## src/rtl/ddr_data_rx.sv

```systemverilog
// rtl/ddr_data_rx.sv - DAT0 DDR block receiver: start bit, MSB-first payload, dual CRC16 check, end bit.
module ddr_data_rx #(
    parameter int BLOCK_BYTES = 512,
    parameter int TIMEOUT     = 1024
) (
    input  logic       Clk,
    input  logic       Reset,
    input  logic       Arm,
    input  logic       Abort,
    input  logic       ReadData_posEdge,
    input  logic       ReadData_negEdge,
    output logic       Busy,
    output logic [7:0] ByteData,
    output logic       ByteValid,
    output logic       Done,
    output logic       CrcErr,
    output logic       EndErr,
    output logic       Timeout
);
    typedef enum logic [2:0] {IDLE, WAIT_START, DATA, CRC, END} state_t;

    localparam logic [12:0] LAST_BYTE = 13'(BLOCK_BYTES - 1);
    localparam logic [15:0] LAST_WAIT = 16'(TIMEOUT - 1);
    localparam logic [15:0] POLY      = 16'h1021;

    state_t      state;
    state_t      state_next;
    logic [12:0] byte_cnt;
    logic [1:0]  pair_cnt;
    logic [15:0] wait_cnt;
    logic [3:0]  crc_cnt;
    logic [5:0]  shift;
    logic [15:0] crc_pos;
    logic [15:0] crc_neg;

    logic start_bit;
    logic arm_ok;
    logic timeout_hit;
    logic data_last;
    logic crc_last;

    function automatic logic [15:0] crc16_step(input logic [15:0] crc, input logic din);
        return {crc[14:0], 1'b0} ^ ((crc[15] ^ din) ? POLY : 16'h0000);
    endfunction

    assign start_bit   = !ReadData_posEdge && !ReadData_negEdge;
    assign arm_ok      = (state == IDLE) && Arm && !Abort;
    assign timeout_hit = (state == WAIT_START) && !start_bit && (wait_cnt == LAST_WAIT);
    assign data_last   = (state == DATA) && (pair_cnt == 2'd3) && (byte_cnt == LAST_BYTE);
    assign crc_last    = (state == CRC) && (crc_cnt == 4'd15);

    assign Busy = (state != IDLE);
    // Done coincides with the cycle that leaves END or expires the wait, and is suppressed by Abort/Reset
    assign Done = !Reset && !Abort && ((state == END) || timeout_hit);

    always_ff @(posedge Clk) begin
        if (Reset) begin
            state <= IDLE;
        end else begin
            state <= state_next;
        end
    end

    always_comb begin
        state_next = state;
        case (state)
            IDLE:       if (Arm) state_next = WAIT_START;
            WAIT_START: begin
                if (start_bit) begin
                    state_next = DATA;
                end else if (timeout_hit) begin
                    state_next = IDLE;
                end
            end
            DATA:       if (data_last) state_next = CRC;
            CRC:        if (crc_last) state_next = END;
            END:        state_next = IDLE;
            default:    state_next = IDLE;
        endcase
        if (Abort) begin
            state_next = IDLE;
        end
    end

    always_ff @(posedge Clk) begin
        if (Reset) begin
            byte_cnt  <= '0;
            pair_cnt  <= '0;
            wait_cnt  <= '0;
            crc_cnt   <= '0;
            shift     <= '0;
            crc_pos   <= '0;
            crc_neg   <= '0;
            ByteData  <= '0;
            ByteValid <= 1'b0;
            CrcErr    <= 1'b0;
            EndErr    <= 1'b0;
            Timeout   <= 1'b0;
        end else begin
            ByteValid <= 1'b0;
            if (arm_ok) begin
                byte_cnt <= '0;
                pair_cnt <= '0;
                wait_cnt <= '0;
                crc_cnt  <= '0;
                crc_pos  <= '0;
                crc_neg  <= '0;
                CrcErr   <= 1'b0;
                EndErr   <= 1'b0;
                Timeout  <= 1'b0;
            end
            if (!Abort) begin
                case (state)
                    WAIT_START: begin
                        if (timeout_hit) begin
                            Timeout <= 1'b1;
                        end else if (!start_bit) begin
                            wait_cnt <= wait_cnt + 16'd1;
                        end
                    end
                    DATA: begin
                        shift    <= {shift[3:0], ReadData_posEdge, ReadData_negEdge};
                        pair_cnt <= pair_cnt + 2'd1;
                        crc_pos  <= crc16_step(crc_pos, ReadData_posEdge);
                        crc_neg  <= crc16_step(crc_neg, ReadData_negEdge);
                        if (pair_cnt == 2'd3) begin
                            ByteData  <= {shift, ReadData_posEdge, ReadData_negEdge};
                            ByteValid <= 1'b1;
                            byte_cnt  <= byte_cnt + 13'd1;
                        end
                    end
                    CRC: begin
                        // Received CRC bits are compared against the MSB and shifted out
                        if ((ReadData_posEdge != crc_pos[15]) || (ReadData_negEdge != crc_neg[15])) begin
                            CrcErr <= 1'b1;
                        end
                        crc_pos <= {crc_pos[14:0], 1'b0};
                        crc_neg <= {crc_neg[14:0], 1'b0};
                        crc_cnt <= crc_cnt + 4'd1;
                    end
                    END: begin
                        if (!(ReadData_posEdge && ReadData_negEdge)) begin
                            EndErr <= 1'b1;
                        end
                    end
                    default: ;
                endcase
            end
        end
    end
endmodule

```

## config.mk

```make
export PLATFORM = sky130hd
export DESIGN_NAME = ddr_data_rx
export DESIGN_NICKNAME = d
export VERILOG_FILES = /design/src/rtl/ddr_data_rx.sv
export SDC_FILE = /design/constraint.sdc
export NUM_CORES = 1
export LEC_CHECK = 0
export ABC_AREA = 1
export BUFFER_PORTS_ARGS = -buffer_cell sky130_fd_sc_hd__buf_2
export CORE_ASPECT_RATIO = 1.2
export CORE_UTILIZATION = 65
export CTS_CLUSTER_SIZE = 14
export DETAILED_ROUTE_END_ITERATION = 10
export PLACE_DENSITY = 0.83
export SYNTH_ARGS = -nofsm -noshare
export SYNTH_HDL_FRONTEND = slang
export SYNTH_SLANG_ARGS = --single-unit
```

## constraint.sdc

```tcl
create_clock -name Clk -period 4.3 [get_ports Clk]
set_input_delay 0.645 -clock Clk [delete_from_list [all_inputs] [get_ports Clk]]
set_output_delay 0.645 -clock Clk [all_outputs]
set_load 0.01 [all_outputs]
```

==> results.toml <==
[clocking]
clock_path_buffers = 2
numClockSinks = 88
holdBufCountCts = 0
cts_setup_buffers = 0
postCtsResizedCells = 0
numCtsBuffers = 9
clk_latency_ps = 370
htree_levels = 3
clockRootBuffer = "clkbuf_8"
cts_tree = "yes"
clk_pin_slew_worst_paths_ps = 90

[synthesis]
ys_ff_latch = 88
syn_area_um2 = 4060
syn-num-nets = 576
synth_cells = 566
synthDistinctLibCells = 35
ys_warn_count = 0
synth.yosys.seq_area_share_pct = 43.4
syn_area_per_cell_um2 = 7.17
synth_top_area_share_pct = 43.4
synth_top_area_cell = "dfxtp_1"
synthArstFlopShare_pct = 0
synth.area.top_cells = "dfxtp_1, nand2_1, nor2_1"
synth-main-ff-cell = "dfxtp_1"
synth_edf_count = 0

[floorplanning]
core_area_um2 = 6010
die-area_um2 = 6560
die_x_um = 74.1
row_count = 31
pin_count = 20
die_h_um = 88.6
start_util_pct = 67.5

[finish]
fin_area_um2 = 4330
layout_common_cells = "nand2_1, dfxtp_1, nor2_1"
mostFrequentLayoutCell = "nand2_1"
area_growth_pct = 6.81
nNetsFinal = 587
drive_above_1_share_pct = 11.0
diodes = 0

[route]
wl_met3_um = 263
top_layer = "met4"
wl_met1_mm = 3.89
drt-pass1-iter-count = 5
routed_via_density = 5.53
ant_nets = 0
wire_per_inst_um = 13.4
routed_wl_mm = 8.88
wl_met2_mm = 4.43
drc = 0
dr_total_vias = 3670
drtIter0Drc = 186

[sta]
grt_setup_unrepaired = "false"
fmax_mhz = 409
clock-skew-final_ps = 10.4
slew_viol_final = 0
tightestPinTransition_ps = 633
hold_violations = 0
fin_crit_sh_pct = 56.8
setup_ws_ps = 1860
final-setup-viol-count = 0
setup_tns_ps = 0
finalCriticalPeriod_ps = 2440
slew_headroom_pct = 57.7

[power]
cellLeakagePower_nw = 1.78
irDropWorstVdd_v = 0.000275
finalPower_mw = 1.47
power.density_nw_per_um2 = 338

[place]
post-dp-hpwl_mm = 6.17
gp_congestion = 0.845
pre_cts_ws_ps = 1900
portBuffers = 19
post_dp_cell_area_um2 = 4140

[worst_setup_path]
crit_type = "register to output port"
arrival_ps = 1800
crit_required_ps = 3650
endpoint_kind = "output port"
startpoint_type = "register"
crit_fanout = 4

[status]
outcome = "completed"

[hold_path]
hold_path_class = "register to register"

[global_route]
track_usage_pct = 28.9
grt.overflow.total = 0
antenna_found_initial = 0
grt_max_degree = 45
grt_pass1_vias = 3267
grt_pass1_wl_mm = 14.4

[flow_run]
maxCapViolations = 0
==> per-stage QoR <==
step | std cells | hold slack (ps) | utilization [%]
floorplan | 566 | 430 | -
global placement | 648 | 449 | 68.9
detailed placement | 648 | 451 | 68.9
CTS | 664 | 465 | 72.1
global route | 664 | 478 | 72.1
finish | 664 | 464 | 72.1
==> path summary, 6_finish.rpt <==
check,from,end,cells past startpoint,slack (ps)
max,wait_cnt[0]$_SDFF_PP0_,Done,8,1860
min,ByteData[0]$_SDFFE_PP0P_,ByteData[0]$_SDFFE_PP0P_,2,460
max reg2reg,state[2]$_SDFFE_PN0P_,crc_pos[5]$_SDFF_PP0_,6,2330
min reg2reg,ByteData[0]$_SDFFE_PP0P_,ByteData[0]$_SDFFE_PP0P_,2,460
==> cell families (layout without fill, tap and decap cells) <==
| group | count (synthesis) | after routing | synth area share (%) |
|---|---|---|---|
| AND/OR/NAND/NOR | 288 | 288 | 31.3 |
| AO/OA/AOI/OAI | 106 | 106 | 14.7 |
| flip-flops | 88 | 88 | 43.4 |
| buffers and inverters | 75 | 91 | 8.23 |
| XOR/XNOR | 5 | 5 | 1.08 |
| adder cells (fa/ha/maj) | 4 | 4 | 1.23 |
==> synth_stat cells, types with 2 or more instances <==
| master | n |
|---|---|
| xnor2_1 | 3 |
| nand3_1 | 46 |
| clkinv_1 | 2 |
| o21ai_0 | 29 |
| ha_1 | 4 |
| nand2_1 | 131 |
| nand4_1 | 7 |
| nor2_1 | 74 |
| nand3_2 | 3 |
| nand2_2 | 6 |
| a211oi_1 | 2 |
| nor3_1 | 8 |
| inv_1 | 44 |
| buf_2 | 7 |
| dfxtp_1 | 88 |
| o21ai_1 | 3 |
| o22ai_1 | 6 |
| clkbuf_1 | 7 |
| xor2_1 | 2 |
| a21oi_1 | 45 |
| nor2_2 | 5 |
| nor2_4 | 2 |
| o211ai_1 | 3 |
| inv_2 | 7 |
| buf_6 | 4 |
| a22oi_1 | 17 |
| buf_4 | 3 |
==> final cells by class <==
type	count	area, um^2
Multi-Input combinational cell	403	1960
Sequential cell	88	1760
Fill cell	519	1680
Inverter	54	205
Clock buffer	10	138
Timing Repair Buffer	21	110
Tap cell	82	103
Clock inverter	6	55.1
==> flip-flops by register name (all words and copies together) (netlist names) <==
register	cells
Timeout	1
crc_cnt	4
shift	6
pair_cnt	2
crc_pos	16
ByteData	8
CrcErr	1
ByteValid	1
state	3
byte_cnt	13
wait_cnt	16
EndErr	1
crc_neg	16
==> critical path, stage by stage (launching register included) <==
cell	delay, ps
dfxtp_1	380
ha_1	190
nand2_1	80
nor2_2	190
nand2_2	110
clkinv_1	90
nand3_1	110
a21oi_1	150
buf_2	140
==> where the power goes <==
group / leakage, nW / switching [mW] / internal, mW
Clock: 0.0956 / 0.314 / 0.233
Combinational: 0.977 / 0.0714 / 0.0231
Sequential: 0.709 / 0.00472 / 0.820
==> metal layers <==
metal	GRT usage, %	vias to the layer above
li1	-	1879
met3	3.64	24
met5	0	-
met1	33.9	1694
met4	18.4	0
met2	49.6	73
(Power assumes the default switching activity.)
